===== src/rtl/lfsr_prbs_check.sv =====
`default_nettype none
// =============================================================================
// Module   : lfsr_prbs_check
// Purpose  : Receive-side PRBS checker for a parallel Fibonacci LFSR source.
//            Self-seeds its LFSR from the received stream, declares lock after
//            a run of clean words, then free-runs its own prediction and counts
//            mismatched bits and checked words.
// Ports    : clk         - clock, all logic on the rising edge
//            rst_n       - synchronous active-low reset
//            clear       - zero err_count and word_count (lock unaffected)
//            data_in     - received word, DATA_WIDTH bits
//            data_valid  - data_in is valid this cycle
//            locked      - checker is locked to the stream
//            error       - previous valid word had a mismatch while locked
//            err_count   - saturating count of mismatched bits while locked
//            word_count  - saturating count of words checked while locked
// Mapping  : state bit i holds the bit generated i+1 steps ago. LFSR_POLY bit k
//            taps the bit generated LFSR_WIDTH-k steps ago (x^LFSR_WIDTH is
//            implied). The first generated bit of a word lands in
//            data[DATA_WIDTH-1] when REVERSE=0 and in data[0] when REVERSE=1.
// Revision : 1.0 - initial release
// =============================================================================
module lfsr_prbs_check #(
  parameter int                    LFSR_WIDTH      = 31,
  parameter logic [LFSR_WIDTH-1:0] LFSR_POLY       = 31'h10000001,
  parameter int                    REVERSE         = 0,
  parameter int                    DATA_WIDTH      = 8,
  parameter int                    LOCK_COUNT      = 4,
  parameter int                    UNLOCK_COUNT    = 4,
  parameter int                    ERR_COUNT_WIDTH = 32
) (
  input  logic                       clk,
  input  logic                       rst_n,
  input  logic                       clear,
  input  logic [DATA_WIDTH-1:0]      data_in,
  input  logic                       data_valid,
  output logic                       locked,
  output logic                       error,
  output logic [ERR_COUNT_WIDTH-1:0] err_count,
  output logic [ERR_COUNT_WIDTH-1:0] word_count
);

  // Words needed before the seed register holds LFSR_WIDTH received bits.
  localparam int FILL   = (LFSR_WIDTH + DATA_WIDTH - 1) / DATA_WIDTH;
  localparam int FILL_W = $clog2(FILL + 1);
  localparam int GOOD_W = $clog2(LOCK_COUNT + 1);
  localparam int BAD_W  = $clog2(UNLOCK_COUNT + 1);
  localparam int POP_W  = $clog2(DATA_WIDTH + 1);
  localparam int SUM_W  = ERR_COUNT_WIDTH + 1;

  localparam logic [FILL_W-1:0] FILL_DONE = FILL_W'(FILL);
  localparam logic [GOOD_W-1:0] GOOD_LAST = GOOD_W'(LOCK_COUNT - 1);
  localparam logic [BAD_W-1:0]  BAD_LAST  = BAD_W'(UNLOCK_COUNT - 1);

  // Polynomial coefficient k multiplies state bit LFSR_WIDTH-1-k.
  function automatic logic [LFSR_WIDTH-1:0] tap_mask(input logic [LFSR_WIDTH-1:0] poly);
    logic [LFSR_WIDTH-1:0] m;
    m = '0;
    for (int k = 0; k < LFSR_WIDTH; k++) begin
      m[LFSR_WIDTH-1-k] = poly[k];
    end
    return m;
  endfunction

  localparam logic [LFSR_WIDTH-1:0] TAP_MASK = tap_mask(LFSR_POLY);

  typedef enum logic [0:0] {
    ST_HUNT   = 1'b0,
    ST_LOCKED = 1'b1
  } state_t;

  state_t                     state_q, state_d;
  logic [FILL_W-1:0]          fill_q, fill_d;
  logic [GOOD_W-1:0]          good_q, good_d;
  logic [BAD_W-1:0]           bad_q, bad_d;
  logic [LFSR_WIDTH-1:0]      lfsr_q, lfsr_d;
  logic                       error_q, error_d;
  logic [ERR_COUNT_WIDTH-1:0] err_count_q, err_count_d;
  logic [ERR_COUNT_WIDTH-1:0] word_count_q, word_count_d;

  logic [LFSR_WIDTH-1:0]      pred_state;
  logic [LFSR_WIDTH-1:0]      seed_state;
  logic [DATA_WIDTH-1:0]      pred_word;
  logic [DATA_WIDTH-1:0]      mismatch;
  logic [POP_W-1:0]           popcnt;
  logic [SUM_W-1:0]           err_sum;
  logic                       match;

  // Unrolled predictor: DATA_WIDTH Fibonacci steps from the current state.
  always_comb begin : p_predict
    logic fb;
    fb         = 1'b0;
    pred_state = lfsr_q;
    pred_word  = '0;
    for (int i = 0; i < DATA_WIDTH; i++) begin
      fb         = ^(pred_state & TAP_MASK);
      pred_state = (pred_state << 1) | LFSR_WIDTH'(fb);
      if (REVERSE != 0) begin
        pred_word = (pred_word >> 1) | (DATA_WIDTH'(fb) << (DATA_WIDTH - 1));
      end else begin
        pred_word = (pred_word << 1) | DATA_WIDTH'(fb);
      end
    end
  end

  // Seed path: shift the received bits in transmission order.
  always_comb begin : p_seed
    logic [DATA_WIDTH-1:0] rx;
    logic                  rx_bit;
    rx         = data_in;
    rx_bit     = 1'b0;
    seed_state = lfsr_q;
    for (int i = 0; i < DATA_WIDTH; i++) begin
      if (REVERSE != 0) begin
        rx_bit = rx[0];
        rx     = rx >> 1;
      end else begin
        rx_bit = rx[DATA_WIDTH-1];
        rx     = rx << 1;
      end
      seed_state = (seed_state << 1) | LFSR_WIDTH'(rx_bit);
    end
  end

  assign mismatch = data_in ^ pred_word;

  always_comb begin : p_popcount
    popcnt = '0;
    for (int i = 0; i < DATA_WIDTH; i++) begin
      popcnt = popcnt + POP_W'(mismatch[i]);
    end
  end

  assign err_sum = {1'b0, err_count_q} + SUM_W'(popcnt);

  // An all-zero seed predicts all zeros forever; it must never count as a match.
  assign match = (mismatch == '0) && (lfsr_q != '0);

  always_comb begin : p_next
    state_d      = state_q;
    fill_d       = fill_q;
    good_d       = good_q;
    bad_d        = bad_q;
    lfsr_d       = lfsr_q;
    error_d      = 1'b0;
    err_count_d  = err_count_q;
    word_count_d = word_count_q;

    if (data_valid) begin
      if (state_q == ST_HUNT) begin
        lfsr_d = seed_state;
        if (fill_q != FILL_DONE) begin
          fill_d = fill_q + FILL_W'(1);
        end else if (match) begin
          if (good_q == GOOD_LAST) begin
            state_d = ST_LOCKED;
            good_d  = '0;
            bad_d   = '0;
          end else begin
            good_d = good_q + GOOD_W'(1);
          end
        end else begin
          good_d = '0;
        end
      end else begin
        // Free-run on the prediction so a bad word cannot corrupt the state.
        lfsr_d  = pred_state;
        error_d = (mismatch != '0);
        if (word_count_q != '1) begin
          word_count_d = word_count_q + ERR_COUNT_WIDTH'(1);
        end
        err_count_d = err_sum[SUM_W-1] ? '1 : err_sum[ERR_COUNT_WIDTH-1:0];
        if (mismatch != '0) begin
          if (bad_q == BAD_LAST) begin
            state_d = ST_HUNT;
            fill_d  = '0;
            good_d  = '0;
            bad_d   = '0;
          end else begin
            bad_d = bad_q + BAD_W'(1);
          end
        end else begin
          bad_d = '0;
        end
      end
    end

    if (clear) begin
      err_count_d  = '0;
      word_count_d = '0;
    end
  end

  always_ff @(posedge clk) begin
    if (!rst_n) begin
      state_q      <= ST_HUNT;
      fill_q       <= '0;
      good_q       <= '0;
      bad_q        <= '0;
      lfsr_q       <= '1;
      error_q      <= 1'b0;
      err_count_q  <= '0;
      word_count_q <= '0;
    end else begin
      state_q      <= state_d;
      fill_q       <= fill_d;
      good_q       <= good_d;
      bad_q        <= bad_d;
      lfsr_q       <= lfsr_d;
      error_q      <= error_d;
      err_count_q  <= err_count_d;
      word_count_q <= word_count_d;
    end
  end

  assign locked     = (state_q == ST_LOCKED);
  assign error      = error_q;
  assign err_count  = err_count_q;
  assign word_count = word_count_q;

endmodule
`default_nettype wire


===== config.mk =====
export PLATFORM = sky130hd
export DESIGN_NAME = lfsr_prbs_check
export DESIGN_NICKNAME = d
export VERILOG_FILES = /design/src/rtl/lfsr_prbs_check.sv
export SDC_FILE = /design/constraint.sdc
export NUM_CORES = 1
export LEC_CHECK = 0
export CAP_MARGIN = 20
export CORE_UTILIZATION = 40
export DETAILED_ROUTE_END_ITERATION = 8
export MAX_ROUTING_LAYER = met4
export PLACE_DENSITY_LB_ADDON = 0.15
export RECOVER_POWER = 25
export SYNTH_ARGS = -nofsm -noshare
export SYNTH_HDL_FRONTEND = slang
export SYNTH_SLANG_ARGS = --single-unit

===== constraint.sdc =====
create_clock -name clk -period 10.6 [get_ports clk]
set_clock_uncertainty 0.1 [all_clocks]
set_input_delay 2.12 -clock clk [delete_from_list [all_inputs] [get_ports clk]]
set_output_delay 2.12 -clock clk [all_outputs]
set_load 0.01 [all_outputs]

==> metrics <==
worst path required time=between 10 and 15 ns; CP Class=primary input to flip-flop; Antenna Violating Nets Remaining=0; #FFs+latches synth=roughly 110; maximum fanout along the worst path=21; worst endpoint data arrival time=approximately 7.0 ns; synthesized area=~0.0053 mm2; DRC Markers=0; sequential share of the synthesized area=39.9%; share of the synthesized area in the top cell type=39.9%; CP startpoint kind=primary input; clk slew on worst S/H paths=approximately 0.07 ns; failing checks=capacitance limit, slew limit; PD cells=roughly 120 mW/mm2; wire length per cell=between 15 and 20 um; H-Tree Depth=3; first-pass GRT wire length=~21 mm; port bufs=between 70 and 80; Detailed Route Iter0 Violations=roughly 240; period utilization=between 60% and 70%; EDFF count, synth=0; warnings from Yosys=0; grt ovf=0; Die Y=117 um; RSZ-0062 raised after global routing=no; setup TNS=0 ns; Tot GR Track Use=between 10% and 20%; Max IR drop VDD=between 0.00008 and 0.00009 V; Tmin final=between 6 and 7 ns; Core Area=between 0.01 and 0.015 mm2; CP max-delay cell=or2_1; final net count=roughly 690; leakage power=between 2 and 2.5 nW; Yosys cell types=53; Die X-Extent=approximately 120 um; Worst-Margin Slew=roughly 1.8 ns; final hold vios=0; Ant. Diodes=0; clk root buf=clkbuf_16; largest net degree at the start of global routing=42; Num CTS Buffers=9; max_slew headroom=-17.3%; CP peak stage delay=a little under 0.7 ns; critical-path cell list=clkdlybuf4s50_1 > xnor3_1 > xnor2_1 > fa_1 > fa_1 > inv_1 > fa_1 > inv_1 > fa_1 > inv_1 > fa_1 > a21o_1 > a21o_1 > nand4_1 > or2_1 > a21oi_1; # Post-CTS Setup Buffers=0; Final Cell Area=roughly 0.0065 mm2; Max Cap Viol=1; row count=41; outcome=finished with violations; DP HPWL=~9 mm; Layout area overhead=22.0%; # hold bufs at CTS=0; hold slack=slightly below 0.4 ns; proportion of layout cells with a drive suffix above 1=roughly 4.6%; DIE AREA=0.0138 mm2; largest area contributor in the netlist=dfxtp_1; post_cts resized=0; drt pass-1 iters=5; CTS tree=built; final number of setup-violating endpoints=0; placed inst area=roughly 0.0062 mm2; initial antenna violation count=0; CP most frequent cell=fa_1; Ports=slightly below 80; largest buffer count on any clock path=2; GP Congestion=approximately 0.86; Initial Util=between 40% and 50%; total wire length=between 10 and 15 mm; Post-synth top flop=dfxtp_1; Post-Syn Nets=between 600 and 700; FMAX=around 0.15 GHz; final slew viol count=42; DR vias=around 4.4k; vias in the first global route=just over 4k; Synth area leaders=dfxtp_1, mux2i_1, nand2_1; Hold Path Class=flip-flop to flip-flop; Avg Synthesized Cell Area=8.82 um2; DR vias/cell=around 5.3; Setup crit end kind=flip-flop; Clock Sinks=approximately 110; Post-Synthesis Cells=~600; async set or reset register ratio after synthesis=0%; clock latency at the later pin of the worst-skew pair=between 0.3 and 0.4 ns
## metrics by stage
| stage | utilization, % | worst slack, ns | power (mW) | cells |
|---|---|---|---|---|
| floorplan | - | 4.49 | 0.474 | 603 |
| CTS | 50.8 | 3.74 | 0.814 | 843 |
| global route | 50.8 | 3.46 | 0.840 | 843 |
| global placement | 48.7 | 3.57 | 0.496 | 827 |
| finish | 50.8 | 3.71 | 0.804 | 843 |
| detailed placement | 48.7 | 3.35 | 0.496 | 827 |
## where the power goes
group          internal (mW)  total, mW  switching [mW]
Clock                  0.161      0.316           0.155
Combinational         0.0360     0.0800          0.0440
Sequential             0.403      0.408         0.00482
## logic make-up after synthesis
group                      count (synthesis)  share of synthesized area (%)
buffers and inverters                     55                           4.07
xor gates and xnor gates                  63                           11.8
adders and majority gates                 16                           4.47
DFF                                      106                           39.9
AOI/OAI and AO/OA                        104                           12.4
muxes                                     28                           5.27
and+or+nand+nor                          231                           22.1
## cell usage after synthesis (12+ instances only)
library cell,instances
nor3_1,13
nand3_1,18
or3_1,12
nor4_1,13
xnor2_1,31
inv_1,25
a21oi_1,37
mux2i_1,28
and4_1,13
xor2_1,25
nand4_1,18
clkbuf_1,25
nor2_1,44
dfxtp_1,106
o21ai_0,24
nand2_1,73
## final timing paths
check	from	cells after the start	slack [ns]	end
setup / recovery	data_in[0]	16	3.71	err_count[5]
hold / removal	good_q[1]	2	0.39	good_q[1]
setup reg to reg	lfsr_q[23]	15	5.31	err_count[5]
hold reg to reg	good_q[1]	2	0.39	good_q[1]
## final cells by class
class,instances,area (um2)
clock inverter,5,40.0
timing repair buffer,82,800
clock buffer,11,233
inverter,25,93.8
tap,172,215
fill,1209,6290
sequential,106,2120
multi-input combinational,442,2980
## metal layers
layer	up-vias	share of wire [%]	global-route usage [%]
met4	0	0.95	4.87
met2	83	46	29.4
met5	-	0	-
li1	2254	-	-
met1	2089	48	26.3
met3	12	4.7	5.45
## cell usage in the layout (no fill, tap or decap), drive strengths merged, types with 3 or more instances in the layout
cell and instances:
xnor2 35, o21ai 24, buf 5, inv 26
and2 3, xor2 25, nor2b 6, o21a 3
and3 9, a31oi 4, and4 13, ha 11
nand2 73, o31ai 5, nand3 18, dfxtp 106
clkinv 4, o22ai 4, nor4 14, dlygate4sd3 13
clkbuf 12, nor3 13, o2111ai 5, fa 5
or3 12, clkdlybuf4s50 63, o211ai 6, nor2 44
a21o 3, mux2i 28, a21oi 37, nand4 18
## critical path: cells and delay by family
family,cells,cell delay (ns)
AOI/OAI and AO/OA,3,0.67
buffers and inverters,4,0.68
xor gates and xnor gates,2,0.57
adders and majority gates,5,2.03
and+or+nand+nor,2,0.93
## state kept, by name (all words and copies together), names as in the netlist
name        flops
fill_q          3
err_count      32
bad_q           3
good_q          3
lfsr_q         31
error           1
locked          1
word_count     32
Power figures use the tool's default switching activity.
